File: src/rtl/rv_pkg.sv
// Shared pipeline definitions: memory arbiter state encoding and
// default address/data widths.
package rv_pkg;

    localparam int DEF_ADDR_W = 32;
    localparam int DEF_DATA_W = 32;

    typedef enum logic [1:0] {
        ARB_IDLE    = 2'd0,
        ARB_BUSY_IF = 2'd1,
        ARB_BUSY_DM = 2'd2
    } arb_state_e;

endpackage

File: src/rtl/mem_arb_pick.sv
// Fetch/data priority pick with a starvation counter that forces a
// fetch grant after STARVE_MAX data grants made while a fetch waits.
module mem_arb_pick #(
    parameter int STARVE_MAX = 4
) (
    input  logic clk,
    input  logic rst_n,
    input  logic en_i,
    input  logic fetch_i,
    input  logic data_i,
    input  logic if_req_i,
    output logic gnt_if_o,
    output logic gnt_dm_o
);

    localparam logic [3:0] MAX_C = 4'(STARVE_MAX);

    logic [3:0] cnt_q;
    logic [3:0] cnt_d;
    logic       starve;
    logic       dm_win;

    always_comb begin
        starve   = fetch_i && (cnt_q == MAX_C);
        dm_win   = data_i && !starve;
        gnt_dm_o = en_i && dm_win;
        gnt_if_o = en_i && fetch_i && !dm_win;
        cnt_d    = cnt_q;
        if (gnt_if_o) begin
            cnt_d = '0;
        end else if (gnt_dm_o) begin
            if (!if_req_i) begin
                cnt_d = '0;
            end else if (cnt_q < MAX_C) begin
                cnt_d = cnt_q + 4'd1;
            end
        end
    end

    always_ff @(posedge clk or negedge rst_n) begin
        if (!rst_n) begin
            cnt_q <= '0;
        end else begin
            cnt_q <= cnt_d;
        end
    end

endmodule

File: src/rtl/mem_port_arbiter.sv
// Single-port memory arbiter between instruction fetch and the data
// stage; memory-side request is held frozen until mem_ready.
module mem_port_arbiter
    import rv_pkg::*;
#(
    parameter int ADDR_W     = DEF_ADDR_W,
    parameter int DATA_W     = DEF_DATA_W,
    parameter int STARVE_MAX = 4
) (
    input  logic              clk,
    input  logic              rst_n,
    input  logic              if_req,
    input  logic [ADDR_W-1:0] if_addr,
    output logic [DATA_W-1:0] if_rdata,
    output logic              if_valid,
    input  logic              dm_req,
    input  logic              dm_we,
    input  logic [ADDR_W-1:0] dm_addr,
    input  logic [DATA_W-1:0] dm_wdata,
    output logic [DATA_W-1:0] dm_rdata,
    output logic              dm_valid,
    output logic              mem_req,
    output logic              mem_we,
    output logic [ADDR_W-1:0] mem_addr,
    output logic [DATA_W-1:0] mem_wdata,
    input  logic [DATA_W-1:0] mem_rdata,
    input  logic              mem_ready,
    output logic              stall_if,
    output logic              stall_mem
);

    arb_state_e        state_q;
    logic              we_q;
    logic [ADDR_W-1:0] addr_q;
    logic [DATA_W-1:0] wdata_q;

    logic busy_if;
    logic busy_dm;
    logic arb_en;
    logic fetch_c;
    logic data_c;
    logic gnt_if;
    logic gnt_dm;

    assign busy_if = (state_q == ARB_BUSY_IF);
    assign busy_dm = (state_q == ARB_BUSY_DM);
    assign arb_en  = (state_q == ARB_IDLE) || mem_ready;

    // The requester finishing this cycle must not be re-granted.
    assign fetch_c = if_req && !(busy_if && mem_ready);
    assign data_c  = dm_req && !(busy_dm && mem_ready);

    mem_arb_pick #(
        .STARVE_MAX (STARVE_MAX)
    ) u_pick (
        .clk      (clk),
        .rst_n    (rst_n),
        .en_i     (arb_en),
        .fetch_i  (fetch_c),
        .data_i   (data_c),
        .if_req_i (if_req),
        .gnt_if_o (gnt_if),
        .gnt_dm_o (gnt_dm)
    );

    always_ff @(posedge clk or negedge rst_n) begin
        if (!rst_n) begin
            state_q <= ARB_IDLE;
            we_q    <= 1'b0;
            addr_q  <= '0;
            wdata_q <= '0;
        end else if (arb_en) begin
            if (gnt_dm) begin
                state_q <= ARB_BUSY_DM;
                we_q    <= dm_we;
                addr_q  <= dm_addr;
                wdata_q <= dm_wdata;
            end else if (gnt_if) begin
                state_q <= ARB_BUSY_IF;
                we_q    <= 1'b0;
                addr_q  <= if_addr;
            end else begin
                state_q <= ARB_IDLE;
            end
        end
    end

    assign mem_req   = (state_q != ARB_IDLE);
    assign mem_we    = we_q;
    assign mem_addr  = addr_q;
    assign mem_wdata = wdata_q;

    assign if_valid  = busy_if && mem_ready;
    assign dm_valid  = busy_dm && mem_ready;
    assign if_rdata  = mem_rdata;
    assign dm_rdata  = mem_rdata;

    assign stall_if  = if_req && !if_valid;
    assign stall_mem = dm_req && !dm_valid;

endmodule

File: config.mk
export PLATFORM = sky130hd
export DESIGN_NAME = mem_port_arbiter
export DESIGN_NICKNAME = d
export VERILOG_FILES = /design/src/rtl/rv_pkg.sv /design/src/rtl/mem_arb_pick.sv /design/src/rtl/mem_port_arbiter.sv
export SDC_FILE = /design/constraint.sdc
export NUM_CORES = 1
export LEC_CHECK = 0
export CORE_MARGIN = 5
export CORE_UTILIZATION = 40
export CTS_CLUSTER_DIAMETER = 200
export CTS_CLUSTER_SIZE = 14
export DETAILED_ROUTE_END_ITERATION = 7
export DONT_BUFFER_PORTS = 1
export GPL_ROUTABILITY_DRIVEN = 1
export PLACE_DENSITY_LB_ADDON = 0.12
export SLEW_MARGIN = 20
export SYNTH_ARGS = -nofsm -noshare
export SYNTH_HDL_FRONTEND = slang
export SYNTH_HIERARCHICAL = 1
export SYNTH_SLANG_ARGS = --single-unit
File: constraint.sdc
create_clock -name clk -period 2.2 [get_ports clk]
set_input_delay 0.11 -clock clk [delete_from_list [all_inputs] [get_ports clk]]
set_output_delay 0.11 -clock clk [all_outputs]
set_load 0.1 [all_outputs]
==> results.sh, run 1 <==
export IMPL_outcome="finished, final reports clean"
export IMPL_antenna_found_initial=0
export IMPL_ys_types=32
export IMPL_crit_type="flop to flop"
export IMPL_maxSlewViolCount=0
export IMPL_cts_max_level=3
export IMPL_cts_buffers=9
export IMPL_hp_class="input pin to flop"
export IMPL_cp_arrival_ps=2350
export IMPL_ant_nets=0
export IMPL_cp_max_fo=10
export IMPL_cts_tree="built"
export IMPL_final_core_util_pct=51.2
export IMPL_row_count=36
export IMPL_syn_area_per_cell_um2=13.4
export IMPL_diodes=0
export IMPL_track_usage_pct=14.7
export IMPL_core_area_mm2=0.00959
export IMPL_drc_errors=0
export IMPL_cts_root_buf="clkbuf_8"
export IMPL_slowest_delay_ps=410
export IMPL_wl_per_cell_um=18.8
export IMPL_clock_latency_ps=350
export IMPL_syn_area_mm2=0.00388
export IMPL_gp_congestion=0.727
export IMPL_period_needed_ps=2120
export IMPL_avgViaCountPerCell=4.76
export IMPL_setup_viol=0
export IMPL_cp_slowest_cell="dfrtp_2"
export IMPL_nFillCells=866
export IMPL_grt_overflow=0
export IMPL_boundaryPins=268
export IMPL_hold_violations=0
export IMPL_clk_pin_slew_ps=80
export IMPL_timing_fmax_mhz=472
export IMPL_yosysSeqAreaShare_pct=45.8
export IMPL_max_clock_path_buffers=2
export IMPL_initial_utilization_pct=40.4
export IMPL_crit_path_frequent_cell="mux2_4"
export IMPL_dieArea_mm2=0.0118
export IMPL_cts_sinks=71
export IMPL_maxCapViolCount=0
export IMPL_vias=2300
export IMPL_grt_max_degree=72
export IMPL_die_w_um=108
export IMPL_fin_worst_skew_ps=11.9
export IMPL_synth_edff_count=0
export IMPL_port_buffers=0
export IMPL_syn_nets=426
export IMPL_wirelength_um=9100
export IMPL_synth_top_area_share_pct=45.8
export IMPL_synth_area_leaders="dfrtp_1, mux2_2, buf_4, mux2_4, buf_12"
export IMPL_end_kind="flop"
export IMPL_yosys_register_bits=71
export IMPL_fin_nets=481
export IMPL_fin_crit_sh_pct=96.4
export IMPL_max_slew_margin_pct=65.6
export IMPL_drt_pass1_iter_count=4
export IMPL_async_flop_share_pct=100
export IMPL_worst_slew_pin_slew_ps=520
export IMPL_crit_chain="inv_1 > and3_4 > nor2b_4 > nand2_4 > a41oi_4 > buf_12 > clkbuf_16 > mux2_4 > mux2_4"
export IMPL_synth_warnings=6
export IMPL_most_common_layout_cells="buf_4, dfrtp_1, mux2_4"
export IMPL_grt_pass1_wl_um=13200
export IMPL_syn_to_final_growth_pct=26.7
export IMPL_die_y_um=108
export IMPL_dp_hpwl_um=6260
export IMPL_required_ps=2430
export IMPL_multi_input_area_mm2=0.00161
export IMPL_drtIter0Drc=77
export IMPL_syn_inst=290
export IMPL_regArea_mm2=0.00178
export IMPL_final_common_cell="buf_4"
export IMPL_ys_flop_type="dfrtp_1"
export IMPL_synth_top_area_cell="dfrtp_1"
export IMPL_grt_pass1_vias=2542
export IMPL_drive_above_1_share_pct=58.9
export IMPL_critPathLaunchType="flop"
-- cells by family (layout without fill, tap and decap cells) --
logic type	after synthesis	in the layout	share of synthesized area, %
AO/OA/AOI/OAI	18	18	3.74
adder cells (fa/ha/maj)	2	2	0.645
buffers and inverters	82	142	16.1
flip-flops	71	71	45.8
multiplexers	96	96	30.7
AND/OR/NAND/NOR	21	21	3.00
-- cells in the mapped netlist (all sizes together) (2+ instances only) --
master	n
a21oi	4
buf	76
dfrtp	71
ha	2
inv	6
mux2	96
nand2	5
nand3	2
nand3b	2
nor2	4
nor2b	3
o21ai	5
-- routing by layer --
metal / global-route usage, % / wire, um / share of wire, %
met4: 10.2 / 454 / 5.0
met2: 23.1 / 4350 / 48
met3: 5.19 / 853 / 9.4
met5: 0 / 0 / 0
met1: 16.6 / 3450 / 38
-- per-stage QoR --
stage | cell area [um2] | TNS, ps | hold slack [ps] | setup slack [ps] | std cells
5_1_grt | 4910 | -30.5 | 5.91 | -5.67 | 483
6_report | 4910 | 0 | 28.9 | 79.9 | 483
2_1_floorplan | 4070 | -30390 | -186 | -562 | 290
3_3_place_gp | 4210 | 0 | -184 | 98.5 | 426
4_1_cts | 4820 | 0 | 8.62 | 29.2 | 479
3_5_place_dp | 4210 | 0 | -184 | 55.3 | 426
-- critical path: cells and delay by family, from the launching register on --
family,cells,cell delay (ps)
DFF,1,410
and+or+nand+nor,3,400
buffers and inverters,3,400
muxes,2,560
AOI/OAI and AO/OA,1,230
-- timing repair --
item,4_1_cts,5_1_grt
hold endpoints to repair,108,0
setup buffers,0,2
gates resized for setup,0,4
endpoints found under the setup margin,0,22
hold buffers,37,0
-- layout make-up --
| type | instances | area share (%) |
|---|---|---|
| clock inverters | 6 | 1.89 |
| clock buffers | 10 | 2.60 |
| inverters | 6 | 0.459 |
| multi-input cells | 137 | 32.9 |
| flip-flops and latches | 71 | 36.2 |
| well taps | 133 | 3.39 |
| repair buffers | 120 | 22.6 |
-- sequential cells by signal, indices dropped and copies added, names as in the netlist --
signal / count
mem_addr: 32
u_pick/cnt_q: 4
mem_wdata: 32
mem_we: 1
state_q: 2
-- final timing paths --
| kind | depth (start not counted) | startpoint | to | slack [ps] |
|---|---|---|---|---|
| max | 9 | state_q[0] | mem_addr[2] | 80 |
| min | 2 | dm_addr[9] | mem_addr[9] | 30 |
| max reg2reg | 9 | state_q[0] | mem_addr[2] | 80 |
| min reg2reg | 1 | mem_wdata[21] | mem_wdata[21] | 510 |
| max in group asynchronous | 2 | rst_n | mem_addr[0] | 1580 |
| min in group asynchronous | 2 | rst_n | mem_wdata[13] | 280 |
Power of run 1 is not shown: default switching activity piles up to over one toggle a cycle in this logic, so the estimate is an artifact.
==> inputs of run 2 (changes only) <==
--- a/config.mk
+++ b/config.mk
@@ -5,6 +5,7 @@
 export SDC_FILE = /design/constraint.sdc
 export NUM_CORES = 1
 export LEC_CHECK = 0
+export CORE_ASPECT_RATIO = 1.2
 export CORE_MARGIN = 5
 export CORE_UTILIZATION = 40
 export CTS_CLUSTER_DIAMETER = 200
==> run 2 against run 1 <==
  * Core utilization increased by 0.46 points
  * Worst setup slack improved by 10 ps
  * Die area about the same
  * Design area about the same
  * Critical path type unchanged
  * Fmax increased by 0.48%
  * Sequential share of layout area decreased by 0.053 points
  * Count of clock-buffer cells in the layout decreased by 1
  * Critical path depth decreased by 1
  * Cell count decreased by 2.5%
  * Non-clock buffer count decreased by 1
  * Worst hold slack improved by 19 ps
  * Routed wire length decreased by 5.0%
==> results.sh, run 2 (synthesis gave the netlist of run 1 again) <==
export IMPL_dieArea_mm2=0.0118
export IMPL_cp_arrival_ps=2320
export IMPL_drtIter0Drc=50
export IMPL_syn_to_final_growth_pct=26.8
export IMPL_final_common_cell="buf_4"
export IMPL_row_count=39
export IMPL_cts_max_level=3
export IMPL_max_clock_path_buffers=2
export IMPL_clock_latency_ps=330
export IMPL_grt_max_degree=72
export IMPL_setup_tns_ps=0
export IMPL_outcome="finished, final reports clean"
export IMPL_fin_worst_skew_ps=8.57
export IMPL_hp_class="input pin to flop"
export IMPL_maxCapViolCount=0
export IMPL_period_needed_ps=2110
export IMPL_vias=2275
export IMPL_initial_utilization_pct=40.7
export IMPL_end_kind="flop"
export IMPL_cts_buffers=9
export IMPL_postLayoutCellArea_mm2=0.00491
export IMPL_cp_max_fo=12
export IMPL_grtUsageMet1_pct=17.6
export IMPL_setup_viol=0
export IMPL_nFillCells=809
export IMPL_drive_above_1_share_pct=58.6
export IMPL_drt_pass1_iter_count=4
export IMPL_multi_input_area_mm2=0.00161
export IMPL_antenna_found_initial=0
export IMPL_grt_pass1_vias=2469
export IMPL_cts_sinks=71
export IMPL_avgViaCountPerCell=4.83
export IMPL_grtUsageMet3_pct=4.62
export IMPL_ant_nets=0
export IMPL_port_buffers=0
export IMPL_crit_type="flop to flop"
export IMPL_worst_slew_pin_slew_ps=544
export IMPL_fin_crit_sh_pct=95.9
export IMPL_most_common_layout_cells="buf_4, dfrtp_1, mux2_4"
export IMPL_drc_errors=0
export IMPL_max_slew_margin_pct=63.9
export IMPL_core_area_mm2=0.00952
export IMPL_gp_congestion=0.789
export IMPL_grt_pass1_wl_um=13200
export IMPL_grt_overflow=0
export IMPL_track_usage_pct=14.3
export IMPL_die_w_um=99.9
export IMPL_cts_root_buf="clkbuf_16"
export IMPL_cts_tree="built"
export IMPL_regArea_mm2=0.00178
export IMPL_boundaryPins=268
export IMPL_hold_ws_ps=48.4
export IMPL_layout_setup_ws_ps=90.1
export IMPL_top_usage_layer="met2"
export IMPL_dp_hpwl_um=5880
export IMPL_maxSlewViolCount=0
export IMPL_diodes=0
export IMPL_fin_nets=480
export IMPL_clk_pin_slew_ps=60
export IMPL_required_ps=2410
export IMPL_timing_fmax_mhz=474
export IMPL_post_dp_cell_area_mm2=0.00420
export IMPL_ff2ff_path_depth=8
export IMPL_met2_usage_pct=22.2
export IMPL_critPathLaunchType="flop"
export IMPL_critPathCapture="mem_addr[21]"
export IMPL_die_y_um=118
export IMPL_wl_per_cell_um=18.4
export IMPL_hold_violations=0
export IMPL_timing_rr_end="mem_addr[21]"
export IMPL_wirelength_um=8650
export IMPL_cp_startpoint="state_q[1]"
export IMPL_dp_slack_ps=94.6
export IMPL_r2r_start="state_q[1]"
export IMPL_reg2reg_slack_ps=90
run 2: cell types whose count changed in the layout (fill, tap and decap cells not counted), sizes merged:
| cell | delta |
|---|---|
| clkbuf | -2 |
| clkinv | +4 |
| clkinvlp | -2 |
| bufinv | -1 |
| inv | -1 |
run 2: worst min-delay path by stage:
stage                     slack [ps]         from       endpoint  cells after the start
after floorplan                 -190        rst_n    mem_addr[0]                      0
after CTS                         30   dm_addr[2]    mem_addr[2]                      2
final                             50   dm_addr[2]    mem_addr[2]                      2
after detailed placement        -180        rst_n  mem_wdata[16]                      0
after global routing              40  dm_addr[25]   mem_addr[25]                      2
after global placement          -180        rst_n  mem_wdata[21]                      0
run 2: per-stage QoR:
step / util, % / instances
after CTS: 51.2 / 468
after detailed placement: 44.1 / 416
after global placement: 44.1 / 416
after floorplan: - / 290
after global routing: 51.6 / 471
final: 51.6 / 471
run 2: routing by layer:
metal,wire [um],share of wire [%]
met1,3410,39
met5,0,0
met2,4170,48
met4,190,2.2
met3,878,10
run 2: timing repair:
| item | in CTS | in global routing |
|---|---|---|
| buffers inserted | 0 | 2 |
| hold buffers | 37 | 0 |
| hold endpoints to repair | 108 | 0 |
| gates resized for setup | 0 | 0 |
| setup endpoints to repair | 0 | 4 |
run 2: cell type report:
cell class	instances	area share (%)
Clock buffer	9	4.58
Clock inverter	6	1.27
Inverter	6	0.458
Multi-Input combinational cell	137	32.8
Sequential cell	71	36.2
Tap cell	123	3.13
Timing Repair Buffer	119	21.5
run 2: worst max-delay path, stage by stage, from the launching register on:
cell,delay (ps)
dfrtp_1,460
and3_4,200
nor2b_4,140
nand2_4,70
a41oi_4,180
buf_4,190
clkbuf_16,190
mux2_4,300
mux2_4,250
Power of run 2 is left out for the same reason.
